File: src/rtl/ulbf_coeffs_sched_if.sv
// Coefficient master bus: launch pulses and shared configuration out,
// per-channel completion pulses back.
interface ulbf_coeffs_sched_if #(
  parameter int NUM_CH = 4
);
  logic [NUM_CH-1:0] go_maxis;
  logic [NUM_CH-1:0] done_maxis;
  logic [11:0]       niter_maxis;
  logic [11:0]       block_size_maxis;
  logic [15:0]       rollover_addr_maxis;

  modport master (
    output go_maxis,
    output niter_maxis,
    output block_size_maxis,
    output rollover_addr_maxis,
    input  done_maxis
  );

  modport slave (
    input  go_maxis,
    input  niter_maxis,
    input  block_size_maxis,
    input  rollover_addr_maxis,
    output done_maxis
  );
endinterface

File: src/rtl/ulbf_coeffs_sched.sv
// Coefficient run scheduler: launches masters per frame, in parallel or
// one channel at a time, with per-launch timeout and abort.
module ulbf_coeffs_sched #(
  parameter int NUM_CH = 4,
  parameter int TMO_W  = 16
) (
  input  logic               m_axis_clk,
  input  logic               m_axis_rst,
  input  logic               start,
  input  logic               abort,
  input  logic               mode,
  input  logic [NUM_CH-1:0]  ch_en,
  input  logic [15:0]        nframes,
  input  logic [11:0]        niter_cfg,
  input  logic [11:0]        block_size_cfg,
  input  logic [15:0]        rollover_addr_cfg,
  input  logic [TMO_W-1:0]   timeout_cfg,
  ulbf_coeffs_sched_if.master m,
  output logic               busy,
  output logic [15:0]        frame_cnt,
  output logic               run_done,
  output logic               err_timeout
);
  localparam int IW = (NUM_CH > 1) ? $clog2(NUM_CH) : 1;

  typedef enum logic [2:0] {
    IDLE, LAUNCH, WAIT, FINISH, ERR
  } state_t;

  state_t            state;
  logic [NUM_CH-1:0] ch_q;
  logic              mode_q;
  logic [15:0]       nf_q;
  logic [TMO_W-1:0]  tmo_q;
  logic [TMO_W-1:0]  tmo_cnt;
  logic [IW-1:0]     cur;
  logic [NUM_CH-1:0] launch_mask;
  logic [NUM_CH-1:0] done_mask;

  logic [IW:0]       lo_hit;
  logic [IW:0]       nx_hit;
  logic [IW:0]       st_hit;
  logic [NUM_CH-1:0] seq_go;
  logic [NUM_CH-1:0] done_all;
  logic              complete;
  logic [15:0]       fc_inc;
  logic [TMO_W-1:0]  tmo_inc;

  // Lowest set bit at or above 'from'; MSB of result flags a hit.
  function automatic logic [IW:0] find_from(
    input logic [NUM_CH-1:0] msk,
    input int                from
  );
    find_from = '0;
    for (int i = NUM_CH - 1; i >= 0; i--)
      if (msk[i] && i >= from)
        find_from = {1'b1, IW'(i)};
  endfunction

  // Channel selection, completion detect and counter increments.
  always_comb begin
    lo_hit   = find_from(ch_q, 0);
    nx_hit   = find_from(ch_q, int'(cur) + 1);
    st_hit   = find_from(ch_en, 0);
    seq_go   = NUM_CH'(1) << cur;
    done_all = done_mask | (m.done_maxis & launch_mask);
    complete = (done_all == launch_mask);
    fc_inc   = frame_cnt + 16'd1;
    tmo_inc  = tmo_cnt + TMO_W'(1);
  end

  // Run sequencer; go and run_done are registered one-cycle pulses.
  always_ff @(posedge m_axis_clk or posedge m_axis_rst) begin
    if (m_axis_rst) begin
      state                 <= IDLE;
      ch_q                  <= '0;
      mode_q                <= 1'b0;
      nf_q                  <= '0;
      tmo_q                 <= '0;
      tmo_cnt               <= '0;
      cur                   <= '0;
      launch_mask           <= '0;
      done_mask             <= '0;
      busy                  <= 1'b0;
      frame_cnt             <= '0;
      run_done              <= 1'b0;
      err_timeout           <= 1'b0;
      m.go_maxis            <= '0;
      m.niter_maxis         <= '0;
      m.block_size_maxis    <= '0;
      m.rollover_addr_maxis <= '0;
    end else begin
      m.go_maxis <= '0;
      run_done   <= 1'b0;
      if (abort) begin
        state <= IDLE;
        busy  <= 1'b0;
      end else begin
        unique case (state)
          IDLE: begin
            if (start && (|ch_en) && (|nframes)) begin
              ch_q                  <= ch_en;
              mode_q                <= mode;
              nf_q                  <= nframes;
              tmo_q                 <= timeout_cfg;
              cur                   <= st_hit[IW-1:0];
              m.niter_maxis         <= niter_cfg;
              m.block_size_maxis    <= block_size_cfg;
              m.rollover_addr_maxis <= rollover_addr_cfg;
              frame_cnt             <= '0;
              err_timeout           <= 1'b0;
              busy                  <= 1'b1;
              state                 <= LAUNCH;
            end
          end
          LAUNCH: begin
            m.go_maxis  <= mode_q ? seq_go : ch_q;
            launch_mask <= mode_q ? seq_go : ch_q;
            done_mask   <= '0;
            tmo_cnt     <= '0;
            state       <= WAIT;
          end
          WAIT: begin
            if (complete) begin
              if (mode_q && nx_hit[IW]) begin
                cur   <= nx_hit[IW-1:0];
                state <= LAUNCH;
              end else begin
                frame_cnt <= fc_inc;
                cur       <= lo_hit[IW-1:0];
                state     <= (fc_inc == nf_q) ? FINISH : LAUNCH;
              end
            end else begin
              done_mask <= done_all;
              if ((tmo_q != '0) && (tmo_inc == tmo_q)) begin
                err_timeout <= 1'b1;
                state       <= ERR;
              end else begin
                tmo_cnt <= tmo_inc;
              end
            end
          end
          FINISH: begin
            run_done <= 1'b1;
            busy     <= 1'b0;
            state    <= IDLE;
          end
          ERR: begin
            state <= ERR;
          end
        endcase
      end
    end
  end
endmodule

File: src/flat_wrapper.sv
// flat-port wrapper written by rule: the top's interface ports become plain ports
module ulbf_coeffs_sched_flat 
#(
  parameter int NUM_CH = 4,
  parameter int TMO_W  = 16
)
  (m_axis_clk, m_axis_rst, start, abort, mode, ch_en, nframes, niter_cfg, block_size_cfg, rollover_addr_cfg, timeout_cfg, busy, frame_cnt, run_done, err_timeout, m_go_maxis, m_niter_maxis, m_block_size_maxis, m_rollover_addr_maxis, m_done_maxis);
  ulbf_coeffs_sched_if #(.NUM_CH(NUM_CH)) m_i ();
  input  logic m_axis_clk;
  input  logic m_axis_rst;
  input  logic start;
  input  logic abort;
  input  logic mode;
  input  logic [NUM_CH-1:0] ch_en;
  input  logic [15:0] nframes;
  input  logic [11:0] niter_cfg;
  input  logic [11:0] block_size_cfg;
  input  logic [15:0] rollover_addr_cfg;
  input  logic [TMO_W-1:0] timeout_cfg;
  output logic busy;
  output logic [15:0] frame_cnt;
  output logic run_done;
  output logic err_timeout;
  output wire logic [$bits(m_i.go_maxis)-1:0] m_go_maxis;
  output wire logic [$bits(m_i.niter_maxis)-1:0] m_niter_maxis;
  output wire logic [$bits(m_i.block_size_maxis)-1:0] m_block_size_maxis;
  output wire logic [$bits(m_i.rollover_addr_maxis)-1:0] m_rollover_addr_maxis;
  input wire logic [$bits(m_i.done_maxis)-1:0] m_done_maxis;
  assign m_go_maxis = m_i.go_maxis;
  assign m_niter_maxis = m_i.niter_maxis;
  assign m_block_size_maxis = m_i.block_size_maxis;
  assign m_rollover_addr_maxis = m_i.rollover_addr_maxis;
  assign m_i.done_maxis = m_done_maxis;
  ulbf_coeffs_sched #(.NUM_CH(NUM_CH), .TMO_W(TMO_W)) u_core (.m_axis_clk(m_axis_clk), .m_axis_rst(m_axis_rst), .start(start), .abort(abort), .mode(mode), .ch_en(ch_en), .nframes(nframes), .niter_cfg(niter_cfg), .block_size_cfg(block_size_cfg), .rollover_addr_cfg(rollover_addr_cfg), .timeout_cfg(timeout_cfg), .m(m_i), .busy(busy), .frame_cnt(frame_cnt), .run_done(run_done), .err_timeout(err_timeout));
endmodule
File: config.mk
export PLATFORM = sky130hd
export DESIGN_NAME = ulbf_coeffs_sched_flat
export DESIGN_NICKNAME = d
export VERILOG_FILES = /design/src/rtl/ulbf_coeffs_sched_if.sv /design/src/rtl/ulbf_coeffs_sched.sv /design/src/flat_wrapper.sv
export SDC_FILE = /design/constraint.sdc
export NUM_CORES = 1
export LEC_CHECK = 0
export ABC_CLOCK_PERIOD_IN_PS = 9500
export BUFFER_PORTS_ARGS = -buffer_cell sky130_fd_sc_hd__clkbuf_2
export CELL_PAD_IN_SITES_DETAIL_PLACEMENT = 1
export CELL_PAD_IN_SITES_GLOBAL_PLACEMENT = 2
export CORE_ASPECT_RATIO = 1.2
export CORE_MARGIN = 5
export CORE_UTILIZATION = 37
export DETAILED_ROUTE_END_ITERATION = 10
export HOLD_SLACK_MARGIN = 0.03
export MAX_ROUTING_LAYER = met4
export PLACE_DENSITY = 0.83
export SYNTH_ARGS = -nofsm -noshare
export SYNTH_HDL_FRONTEND = slang
export SYNTH_SLANG_ARGS = --single-unit
File: constraint.sdc
create_clock -name m_axis_clk -period 9.5 [get_ports m_axis_clk]
set_input_delay 0.475 -clock m_axis_clk [delete_from_list [all_inputs] [get_ports m_axis_clk]]
set_output_delay 0.475 -clock m_axis_clk [all_outputs]
set_load 0.01 [all_outputs]
==> flow_summary.toml <==
[final_layout]
area_of_the_multi_input_gates_um2 = 3181
layout-area-overhead-vs-synth_pct = 22.10
final_layout_size_suffix_gt1_frac = 0.3606
post-route-util = 0.4589
register_area_um2 = 3228
layout.nets = 831
antenna-diode-count = 0
number_of_fillers_in_the_final_layout = 1996
fin_area_um2 = 8034

[clock_network]
post_cts.repair.setup_buffers = 0
clock_sink_count = 129
cts.clk_slew.worst_paths_ns = 0.06
clk-insertion-delay-late_ns = 0.42
holdBufCountCts = 0
cts_tree = "built"
cts_buffer_depth = 2
clock_tree.htree_level_count = 4
post_cts.resized_instances = 0
clock_tree.root_cell = "clkbuf_16"
cts-buffers-inserted = 17

[critical_path]
cp_max_fo = 17
cp_slowest_stage_delay_ns = 0.57
critical_path.cell_chain = "nor2b_1 -> a2111oi_0 -> and3_1 -> o221ai_2 -> o21bai_1 -> or2_1 -> o41ai_1"
critical_path.slowest_cell = "or2_1"
worst_setup_path_end_kind = "flop"
critical_path_arrival_ns = 3.43
critical_path.startpoint_type = "flop"
required_ns = 9.80
category_of_the_most_critical_setup_path = "flop to flop"

[timing]
timing_hold_violations_final = 0
worst_slack_ns = 6.373
drv_slew = 0
final.period_utilization = 0.3291
max_slew_margin = 0.1966
skew_final_ns = 0.009309
setup_violations = 0
max_slew.worst_pin.slew_ns = 1.203
max_freq_mhz = 319.8
finalCriticalPeriod_ns = 3.127
grt_setup_unrepaired = "false"
fin_setup_tns_ns = 0

[power]
ir_worst_vdd_v = 0.0001418
power.static_leakage_nw = 3.638
cellPowerDensity_nw_per_um2 = 226.5
power_frac_comb = 0.234
sw_frac_of_total = 0.3272
power_frac_clock = 0.341
internal_power_of_the_cells_mw = 1.225
power.switching_uw = 595.5
post-layout-total-power_mw = 1.820
seq_power_share = 0.425

[logic_synthesis]
number_of_synthesized_flops_with_an_enable_pin = 0
synth_xor_area_frac = 0.06788
yosysUniqueCellTypes = 58
synth.area.mux_share = 0.1350
synthDominantCellAreaShare = 0.4906
ys_async_sr_fraction = 1.000
mapped_avg_cell_area_um2 = 10.77
synth_sequential_area_ratio = 0.4906
netlist_top_cells_area = "dfrtp_1, mux2_2, xnor2_1"
yosys_warnings = 0
synth_compound_gate_area_share = 0.1080
synth_cells = 611
largest_family_of_logic_cells_by_synthesized_area = "simple AND/OR/NAND/NOR gates"
synth_ff_type = "dfrtp_1"
post_synth_and_or_nand_nor_area_fraction = 0.1660
synth-adder-area-share = 0.003803
postSynthNetCount = 698
synth_register_bits = 129
netlist_area_um2 = 6580
yosysTopAreaCell = "dfrtp_1"

[drt]
drt.antenna.violating_nets = 0
wire_per_inst_um = 19.41
detailedRoute.firstPassIterationCount = 5
post-route-drc-count = 0
route.final.wire_length_um = 18970
routed-via-count = 5319
routed_vias_inst = 5.444
drt_first_iter_violations = 235

[floorplan]
die_y_um = 156.1
design.portCount = 148
starting_density_of_the_core = 0.3759
fp.dieArea_um2 = 20560
placeableCoreArea_um2 = 17510
placement_rows = 53
die_x_um = 131.7

[worst_hold_path]
hp-class = "input pin to asynchronous set/reset pin"

[grt]
antenna_found_initial = 0
gr-total-overflow = 0
grt_max_degree = 85
number_of_global_route_vias_before_repair = 5909
grt_usage = 0.1929
grt_first_pass_wirelength_um = 31320

[placement]
dpl_cell_area_um2 = 7471
gpl.final_weighted_congestion = 0.8360
place.port_buffers = 147
preCtsSetupSlack_ns = 5.996
dp_hpwl_um = 14000

[job]
maxCapViolCount = 0

[status]
status = "completed"
[cells in the mapped netlist, types with 9 or more instances]
cell,n
clkbuf_1,23
o21ai_0,24
and3_1,9
nor4_1,13
xnor2_1,31
mux2_2,78
nor2_1,59
a221o_1,13
nand3_1,21
nand2_1,31
xor2_1,20
dfrtp_1,129
nor3_1,11
a21oi_1,21
nand4_1,10
[worst max-delay path: cells and delay by family (launching register included)]
kind / cells / cell delay (ns)
compound gates: 4 / 1.51
simple gates: 3 / 1.10
flops: 1 / 0.39
[cells in the final DEF, fill, tap and decap left out, drive strengths merged, types with 12 or more instances in the layout]
master  netlist  layout
a21oi        21      21
a221o        13      13
clkbuf       24     164
dfrtp       129     129
inv           7      17
mux2         78      78
nand2        31      31
nand3        21      21
nand4        12      12
nor2         59      59
nor3         12      12
nor4         14      14
o21ai        25      25
xnor2        31      31
xor2         20      20
[path summary, 6_finish.rpt]
check                                                    startpoint                                          end  slack (ns)  depth (start not counted)
setup / recovery                    u_core.done_mask[3]$_DFFE_PP0P_              u_core.frame_cnt[8]$_DFFE_PP0P_        6.37                          7
hold / removal                                           m_axis_rst          u_core.m.niter_maxis[0]$_DFFE_PP0P_        0.13                          2
setup reg to reg                    u_core.done_mask[3]$_DFFE_PP0P_              u_core.frame_cnt[8]$_DFFE_PP0P_        6.37                          7
hold reg to reg            u_core.m.block_size_maxis[2]$_DFFE_PP0P_     u_core.m.block_size_maxis[2]$_DFFE_PP0P_        0.51                          1
max in group asynchronous                                m_axis_rst               u_core.tmo_cnt[12]$_DFFE_PP0P_        7.86                          3
min in group m_axis_clk                        rollover_addr_cfg[4]  u_core.m.rollover_addr_maxis[4]$_DFFE_PP0P_        0.29                          2
[power groups by stage]
| stage | sequential [mW] | combinational, mW | clock [mW] |
|---|---|---|---|
| 6_report | 0.774 | 0.427 | 0.620 |
| 5_1_grt | 0.793 | 0.471 | 0.658 |
| 4_1_cts | 0.777 | 0.436 | 0.633 |
| 3_5_place_dp | 0.786 | 0.432 | 0 |
| 3_3_place_gp | 0.774 | 0.416 | 0 |
| 2_1_floorplan | 0.770 | 0.278 | 0 |
[area by class of cell]
type                       count  share of cell area
multi-input combinational    439              0.3959
clock inverter                15             0.01713
tap                          220             0.03426
inverter                       7            0.003582
sequential                   129              0.4018
timing repair buffer         150             0.09438
clock buffer                  17             0.05295
[layer usage]
metal	GRT usage	routed length [µm]
met5	-	0
met4	0.05585	312
met3	0.04613	884
met2	0.3391	10130
met1	0.2196	7638
[cells by family (layout without fill, tap and decap cells)]
| group | Yosys count | count (layout) |
|---|---|---|
| AOI/OAI and AO/OA | 103 | 103 |
| DFF | 129 | 129 |
| adders and majority gates | 2 | 2 |
| xor gates and xnor gates | 51 | 51 |
| buffers and inverters | 43 | 189 |
| muxes | 79 | 79 |
| and+or+nand+nor | 204 | 204 |
[flip-flops by register name, indices dropped and copies added, names as in the netlist]
register / flops
u_core.launch_mask: 4
u_core.m.niter_maxis: 12
u_core.done_mask: 4
u_core.m.rollover_addr_maxis: 16
u_core.err_timeout: 1
u_core.m.block_size_maxis: 12
u_core.mode_q: 1
u_core.state: 3
u_core.ch_q: 4
u_core.m.go_maxis: 4
u_core.tmo_q: 16
u_core.tmo_cnt: 16
u_core.cur: 2
u_core.busy: 1
u_core.nf_q: 16
u_core.run_done: 1
u_core.frame_cnt: 16
[stage by stage]
step / cells / hold slack, ns
final: 977 / 0.1316
after detailed placement: 945 / 0.4952
after floorplan: 611 / 0.4661
after global routing: 977 / 0.1932
after global placement: 945 / 0.4754
after CTS: 977 / 0.1581
Note: power is estimated with default switching activity, not from simulation.
